<file path="src/rtl/fetch_unit_pkg.sv">
// Shared fetch/decode constants: FSM encoding, instruction width, NOP/HALT opcodes.
// Imported by the fetch stage and by the control unit so both agree on encodings.
package fetch_unit_pkg;

    localparam int ADDR_W  = 16;
    localparam int INSTR_W = 16;
    localparam int OPC_W   = 5;

    localparam logic [OPC_W-1:0]   OPC_HALT = 5'b00000;
    localparam logic [OPC_W-1:0]   OPC_NOP  = 5'b00001;
    localparam logic [INSTR_W-1:0] NOP_WORD = {OPC_NOP, {(INSTR_W-OPC_W){1'b0}}};

    typedef enum logic [1:0] {
        ST_FETCH  = 2'd0,
        ST_WAIT   = 2'd1,
        ST_FULL   = 2'd2,
        ST_HALTED = 2'd3
    } fetch_state_t;

    function automatic logic is_halt(input logic [INSTR_W-1:0] instr);
        return instr[INSTR_W-1 -: OPC_W] == OPC_HALT;
    endfunction

endpackage

</file>
<file path="src/rtl/fetch_pc_reg.sv">
// Program counter: async reset to RESET_PC, redirect load has priority over +2 increment.
// Latency: new PC visible the cycle after load/inc. No backpressure; caller gates inc.
// pc_plus2 is combinational and wraps modulo 2^16.
module fetch_pc_reg
    import fetch_unit_pkg::*;
#(
    parameter logic [ADDR_W-1:0] RESET_PC = 16'h0000
) (
    input  logic              clk,
    input  logic              rst,
    input  logic              load,
    input  logic [ADDR_W-1:0] load_pc,
    input  logic              inc,
    output logic [ADDR_W-1:0] pc,
    output logic [ADDR_W-1:0] pc_plus2
);

    assign pc_plus2 = pc + ADDR_W'(2);

    always_ff @(posedge clk or negedge rst) begin
        if (!rst) begin
            pc <= RESET_PC;
        end else if (load) begin
            pc <= load_pc;
        end else if (inc) begin
            pc <= pc_plus2;
        end
    end

endmodule

</file>
<file path="src/rtl/fetch_unit.sv">
// Fetch stage: one outstanding memory read, one buffered instruction handed to decode.
// Latency: memory latency + 2 cycles per instruction. Backpressure: stall holds the buffer,
// no new request issues until the buffered word is consumed.
module fetch_unit
    import fetch_unit_pkg::*;
#(
    parameter logic [ADDR_W-1:0]  RESET_PC  = 16'h0000,
    parameter logic [INSTR_W-1:0] NOP_INSTR = NOP_WORD
) (
    input  logic               clk,
    input  logic               rst,
    output logic               memReq,
    output logic [ADDR_W-1:0]  memAddr,
    input  logic               memAck,
    input  logic               memValid,
    input  logic [INSTR_W-1:0] memData,
    output logic [INSTR_W-1:0] instruction,
    output logic [ADDR_W-1:0]  pcPlus2,
    output logic               instrValid,
    input  logic               stall,
    input  logic               redirect,
    input  logic [ADDR_W-1:0]  redirectPC,
    input  logic               halt,
    output logic               err
);

    fetch_state_t      state;
    logic              squash;
    logic [ADDR_W-1:0] pc;
    logic [ADDR_W-1:0] pc_next;
    logic              redir_take;
    logic              redir_bad;
    logic              pc_load;
    logic              accept_dat;

    assign redir_take = redirect && (state != ST_HALTED);
    assign redir_bad  = redir_take && redirectPC[0];
    assign pc_load    = redir_take && !redirectPC[0];
    assign accept_dat = (state == ST_WAIT) && memValid && !squash && !redir_take;

    // A misaligned target never reaches the PC, so memAddr stays even.
    fetch_pc_reg #(
        .RESET_PC (RESET_PC)
    ) u_pc (
        .clk      (clk),
        .rst      (rst),
        .load     (pc_load),
        .load_pc  (redirectPC),
        .inc      (accept_dat),
        .pc       (pc),
        .pc_plus2 (pc_next)
    );

    assign memAddr = pc;

    always_ff @(posedge clk or negedge rst) begin
        if (!rst) begin
            state       <= ST_FETCH;
            squash      <= 1'b0;
            memReq      <= 1'b0;
            instruction <= NOP_INSTR;
            pcPlus2     <= '0;
            instrValid  <= 1'b0;
            err         <= 1'b0;
        end else if (redir_take) begin
            instrValid  <= 1'b0;
            instruction <= NOP_INSTR;
            if (redir_bad) begin
                err    <= 1'b1;
                squash <= 1'b0;
                memReq <= 1'b0;
                state  <= ST_HALTED;
            end else begin
                case (state)
                    ST_FETCH: begin
                        memReq <= 1'b0;
                        if (memReq && memAck) begin
                            squash <= 1'b1;
                            state  <= ST_WAIT;
                        end
                    end
                    ST_WAIT: begin
                        // Stale data landing with the redirect is dropped here; otherwise
                        // squash would wait for a second response that never comes.
                        if (memValid) begin
                            squash <= 1'b0;
                            memReq <= 1'b1;
                            state  <= ST_FETCH;
                        end else begin
                            squash <= 1'b1;
                        end
                    end
                    ST_FULL: begin
                        memReq <= 1'b1;
                        state  <= ST_FETCH;
                    end
                    default: ;
                endcase
            end
        end else begin
            case (state)
                ST_FETCH: begin
                    // memReq is low for one cycle after reset or a FETCH redirect.
                    if (!memReq) begin
                        memReq <= 1'b1;
                    end else if (memAck) begin
                        memReq <= 1'b0;
                        state  <= ST_WAIT;
                    end
                end
                ST_WAIT: begin
                    if (memValid) begin
                        if (squash) begin
                            squash <= 1'b0;
                            memReq <= 1'b1;
                            state  <= ST_FETCH;
                        end else begin
                            instruction <= memData;
                            pcPlus2     <= pc_next;
                            instrValid  <= 1'b1;
                            state       <= ST_FULL;
                        end
                    end
                end
                ST_FULL: begin
                    if (halt && instrValid) begin
                        instrValid  <= 1'b0;
                        instruction <= NOP_INSTR;
                        memReq      <= 1'b0;
                        state       <= ST_HALTED;
                    end else if (!stall) begin
                        instrValid  <= 1'b0;
                        instruction <= NOP_INSTR;
                        memReq      <= 1'b1;
                        state       <= ST_FETCH;
                    end
                end
                ST_HALTED: begin
                    memReq     <= 1'b0;
                    instrValid <= 1'b0;
                end
                default: state <= ST_HALTED;
            endcase
        end
    end

endmodule

</file>
<file path="config.mk">
export PLATFORM = sky130hd
export DESIGN_NAME = fetch_unit
export DESIGN_NICKNAME = d
export VERILOG_FILES = /design/src/rtl/fetch_unit_pkg.sv /design/src/rtl/fetch_pc_reg.sv /design/src/rtl/fetch_unit.sv
export SDC_FILE = /design/constraint.sdc
export NUM_CORES = 1
export LEC_CHECK = 0
export ABC_AREA = 0
export CORE_MARGIN = 2
export CORE_UTILIZATION = 41
export DETAILED_ROUTE_END_ITERATION = 12
export PLACE_DENSITY_LB_ADDON = 0.1
export SETUP_SLACK_MARGIN = 0.1
export SLEW_MARGIN = 5
export SYNTH_ARGS = -nofsm -noshare
export SYNTH_HDL_FRONTEND = slang
export SYNTH_SLANG_ARGS = --single-unit
</file>
<file path="constraint.sdc">
create_clock -name clk -period 2 [get_ports clk]
set_input_delay 0.4 -clock clk [delete_from_list [all_inputs] [get_ports clk]]
set_output_delay 0.4 -clock clk [all_outputs]
set_load 0.005 [all_outputs]
</file>
-- After elaboration in Yosys (flattened, before gate mapping)
Cells that the tools add are included.
- register bits: 54
- add/sub/neg operators: 1
- equal/unequal tests: 13
- mux-type cells: 44
- bitwise operators: 2
- reductions and logical operators: 27
- operator list (operator ; count):
    $mux W16 ; 7
    $pmux W16 S2 ; 1
    $mux W1 ; 20
    $mux W2 ; 10
    $ne A3 B3 Y1 const B ; 6
    $add A16 B2 Y16 const B ; 1
    $reduce_and A4 Y1 ; 4
    $pmux W2 S3 ; 2
    $reduce_bool A4 Y1 ; 3
    $logic_and A1 B1 Y1 ; 8
    $ne A4 B4 Y1 const B ; 2
    $reduce_and A8 Y1 ; 1
    $pmux W1 S3 ; 2
    $reduce_bool A2 Y1 ; 3
    $reduce_bool A3 Y1 ; 2
    $ne A5 B1 Y1 const B ; 1
    $reduce_and A5 Y1 ; 1
    $eq A2 B2 Y1 const B ; 2
    $pmux W1 S4 ; 1
    $logic_not A1 Y1 ; 3
    $eq A2 B1 Y1 const B ; 1
    $logic_not A2 Y1 ; 1
    $ne A2 B2 Y1 const B ; 1
    $not A1 Y1 ; 2
    2 further kinds ; 2

-- Longest topological paths before layout
Gate-level depths: netlist (run 1).
- word-level depth: 6
- mapped depth: 9
- gate-level depth less buffers: 7

-- Modules after synthesis
A second synthesis (run 1) with hierarchy kept.
- cells, all modules: 292
- area, all modules: 3071.7 um^2
- by module, submodules not included (module ; instances ; cells an instance ; area an instance (um^2)):
    fetch_unit ; 1 ; 167 ; 1976.9
    fetch_pc_reg ; 1 ; 125 ; 1094.8

-- Worst setup path after synthesis (run 1)
OpenSTA, ideal clock, no wires.
- kind: register -> register
- start point: register state[0]
- end point: register u_pc.pc[9]
- arrival time: 1.801 ns
- path slack: 0.073 ns
- stages on the path, launching flop included: 7
- path buffers: 0
- cell sequence: dfrtp_1 -> ha_1 -> nand2b_1 -> nor2_1 -> nor2_1 -> a21o_1 -> a221o_1
- word-level cells in the longest chain between the ends: 5
- RTL lines (item ; line ; text):
    start, declared ; fetch_unit.sv:27 ; fetch_state_t state;
    start signal, assigned ; fetch_unit.sv:58 ; state <= ST_FETCH;
    start signal, assigned ; fetch_unit.sv:72 ; state <= ST_HALTED;
    start signal, assigned ; fetch_unit.sv:79 ; state <= ST_WAIT;
    $eq A2 B1 Y1 / $ne A2 B2 Y1 (equally long branches) ; fetch_unit.sv:39, fetch_unit.sv:36 ;
    $logic_and A1 B1 Y1, on equally long branches ; fetch_unit.sv:39, fetch_unit.sv:36 ;
    $logic_and A1 B1 Y1 / $logic_not A1 Y1 (equally long branches) ; fetch_unit.sv:39 ; assign accept_dat = (state == ST_WAIT) && memValid && !squash && !redir_take;
    $logic_and A1 B1 Y1 ; fetch_unit.sv:39 ;
    $reduce_bool A2 Y1 (no line) ; -- ;
    end signal, assigned ; fetch_pc_reg.sv:24 ; pc <= load_pc;
    end signal, assigned ; fetch_pc_reg.sv:26 ; pc <= pc_plus2;
    end, declared ; fetch_pc_reg.sv:14 ; output logic [ADDR_W-1:0] pc,
Parallel ways exist; a longest one is shown, timed or not.
A chain may end at the register's enable or synchronous reset.

-- Worst setup path after layout (run 1)
- start point: register state[0]
- end point: register state[1]
- word-level cells in the longest chain between the ends: 5
- RTL lines (item ; line ; text):
    $ne A2 B2 Y1 ; fetch_unit.sv:36 ; assign redir_take = redirect && (state != ST_HALTED);
    $logic_and A1 B1 Y1 ; fetch_unit.sv:36 ;
    $logic_and A1 B1 Y1 ; fetch_unit.sv:37 ; assign redir_bad = redir_take && redirectPC[0];
    $ne A4 B4 Y1 (no line), or another cell as far along ; -- ;
    $reduce_and A8 Y1 (no line) / $mux W2 (equally long branches) ; -- ;
Parallel ways exist; a longest one is shown, timed or not.

==> flow_metrics.tcl, run 1 <==
set metrics [dict create \
    status "finished clean" \
    slew_headroom 0.697 \
    finalCriticalPeriod_ps 1850 \
    grt_pass1_wl_mm 11.6 \
    drt-initial-drc-count 79 \
    peakVddDrop_uv 794 \
    async_reset_ff_frac 1.00 \
    drc 0 \
    hold_ws_ps 24.1 \
    path_buf_inv 1 \
    synth_area_sq_um 2700 \
    holdBufCountCts 0 \
    dieArea_sq_um 7240 \
    period_share 0.926 \
    cp-end-kind "register" \
    die_x_um 85.1 \
    cp_cell_sequence "buf_4 > ha_4 > nor2b_2 > nor3_2 > o21ai_1 > a21o_1 > mux2_2" \
    min_path_type "input port to asynchronous set/reset pin" \
    clockBufferDepth 2 \
    final-max-slew-violation-count 0 \
    worstMarginPinSlew_ps 454 \
    routed_wl_mm 6.86 \
    synth_top_cell_by_area "dfrtp_1" \
    cts_tree "yes" \
    grt-ovfl-total 0 \
    yosys-top-cells-area "dfrtp_1, nand2_1, o21ai_0" \
    p_leak_nw 1.79 \
    cap_violations 0 \
    hpwl_mm 4.96 \
    crit_type "register to register" \
    grt_pass1_vias 2463 \
    core_sq_um 6350 \
    cts_max_level 2 \
    synth.most_common_cell "nand2_1" \
    io_buffer_count 89 \
    syn_avg_cell_area_sq_um 9.29 \
    combPwrFrac 0.536 \
    p_sw_frac 0.358 \
    wl_per_cell_um 14.1 \
    nets 454 \
    critical_path.top_delay_family "flip-flops" \
    synth_flop_cell "dfrtp_1" \
    setup_violations 0 \
    pwr-share-seq 0.337 \
    grt_max_degree 38 \
    ys_top_cells_by_count "nand2_1, dfrtp_1, o21ai_0, nor2_1, xnor2_1" \
    fin_tns_setup_ps 0 \
    power.total_mw 5.87 \
    synth_seq_cells 54 \
    post-place-ws_ps -286 \
    antenna_cells 0 \
    clock.fmax_mhz 540 \
    cpMaxStageDelayCell "dfrtp_2" \
    final_area_sq_um 4150 \
    gp_congestion 0.842 \
    synth_cell_type_count 44 \
    ant_nets 0 \
    setup_ws_ps 147 \
    ioPinCount 90 \
    via_count 2522 \
    clk_pin_slew_ps 100 \
    die-height_um 85.1 \
    start_kind "register" \
    yosys_warnings 0 \
    postLayoutCoreUtil 0.654 \
    crit_arrival_ps 2050 \
    synthCells 290 \
    worst_skew_pair.late_latency_ps 300 \
    synth_nets 334 \
    finalNonFillerCells 488 \
    required_ps 2200 \
    slowest_delay_ps 440 \
    power_density_nw_per_um2 1410 \
    antenna_found_initial 0 \
    p_clk_frac 0.127 \
    via_per_inst 5.17 \
    netSwitchingPower_mw 2.10 \
    synth-edff-count 0 \
    gr-usage-met2 0.308 \
    rsz0062_at_grt "yes" \
    row_count 29 \
    numCtsBuffers 5 \
    clock-sinks 54 \
    area.growth.synth_to_final_pct 54.0 \
    synth_top_area_share 0.492 \
    grt_use_total 0.195 \
    start_util 0.424 \
    globalRoute.busiestLayer "met2" \
    hold_viol 0 \
    dp_cells 476 \
    internal-power_mw 3.77 \
    first_pass_iters 4 \
    grt_use_met3 0.0554 \
    crit_fanout 6 \
    fin_skew_ps 7.72 \
    root_buffer "clkbuf_8" \
    ys_seq_area_frac 0.502 \
    place_area_sq_um 3920 \
    drive_gt1_frac 0.192 \
    grtUsageMet1 0.272 \
]
-- layout make-up --
class	count	area, sq um
Clock inverter	2	37.5
Multi-Input combinational cell	216	1350
Sequential cell	54	1360
Fill cell	532	2200
Inverter	6	22.5
Tap cell	77	96.3
Clock buffer	6	72.6
Timing Repair Buffer	127	1220
-- cell usage in the layout, fill, tap and decap left out, types with 4 or more instances in the layout --
master,instances
xor2_1,5
a21o_1,7
dfrtp_2,5
nand3_1,7
a221o_1,8
nor3_1,5
o21ai_0,35
mux2_2,4
xnor2_1,10
clkbuf_8,5
nand2b_1,4
inv_1,5
buf_4,33
nand2_1,65
nor2_1,14
a21oi_1,5
dfrtp_1,48
clkdlybuf4s50_1,88
-- worst paths after layout --
| check | cells past startpoint | to | startpoint | slack (ps) |
|---|---|---|---|---|
| max in group asynchronous | 2 | instruction[11]$_DFFE_PN1P_ | rst | 1360 |
| min in group clk | 2 | pcPlus2[4]$_DFFE_PN0P_ | pcPlus2[4]$_DFFE_PN0P_ | 480 |
| worst min-delay path | 1 | pcPlus2[4]$_DFFE_PN0P_ | rst | 20 |
| worst max register to register | 7 | state[1]$_DFFE_PN0P_ | state[0]$_DFFE_PN0P_ | 150 |
| worst max-delay path | 7 | state[1]$_DFFE_PN0P_ | state[0]$_DFFE_PN0P_ | 150 |
| worst min register to register | 2 | pcPlus2[4]$_DFFE_PN0P_ | pcPlus2[4]$_DFFE_PN0P_ | 480 |
-- flip-flops by register name, indices dropped and copies added, names as in the netlist --
register	count
pcPlus2	16
instruction	16
instrValid	1
memReq	1
u_pc.pc	16
squash	1
err	1
state	2
-- cell families (layout without fill, tap and decap cells) --
| family | after synthesis | count (layout) | share of synthesized area |
|---|---|---|---|
| AOI/OAI and AO/OA | 72 | 72 | 0.173 |
| xor gates and xnor gates | 15 | 15 | 0.0487 |
| adders and majority gates | 5 | 5 | 0.0232 |
| buffers and inverters | 20 | 141 | 0.0320 |
| DFF | 54 | 54 | 0.502 |
| muxes | 5 | 5 | 0.0204 |
| and+or+nand+nor | 119 | 119 | 0.201 |
-- what timing repair did --
action / in CTS / in global routing
setup endpoints to repair: 20 / 22
gates resized for setup: 7 / 21
gates cloned: 0 / 0
pin swaps: 0 / 1
setup buffers: 2 / 2
-- routing by layer --
metal	share of wire	up-vias	routed length, um
met5	0	-	0
met4	0.0060	0	41
met3	0.068	5	467
met2	0.47	72	3210
met1	0.46	1195	3150
li1	-	1250	-
-- worst register-to-register path, cell delays in order, from the launching register on --
cell and delay [ps]:
dfrtp_2 440, buf_4 150, ha_4 180, nor2b_2 170, nor3_2 230, o21ai_1 90
a21o_1 210, mux2_2 280
-- power groups by stage --
stage                     combinational [mW]  sequential, mW  clock (mW)
final                                   3.15            1.98       0.745
after global routing                    3.50            2.05       0.811
after CTS                               3.04            1.98       0.771
after detailed placement                2.98            1.99           0
after global placement                  2.94            1.97           0
after floorplan                         1.35            1.97           0
Note: power is estimated with default switching activity, not from simulation.
==> run 2: changes to the inputs <==
--- a/config.mk
+++ b/config.mk
@@ -11,7 +11,8 @@
 export DETAILED_ROUTE_END_ITERATION = 12
 export PLACE_DENSITY_LB_ADDON = 0.1
 export SETUP_SLACK_MARGIN = 0.1
-export SLEW_MARGIN = 5
+export SKIP_LAST_GASP = 1
+export SLEW_MARGIN = 20
 export SYNTH_ARGS = -nofsm -noshare
 export SYNTH_HDL_FRONTEND = slang
 export SYNTH_SLANG_ARGS = --single-unit
==> results of run 2 <==
The final DEF is identical to that of run 1; final timing and power are the same.
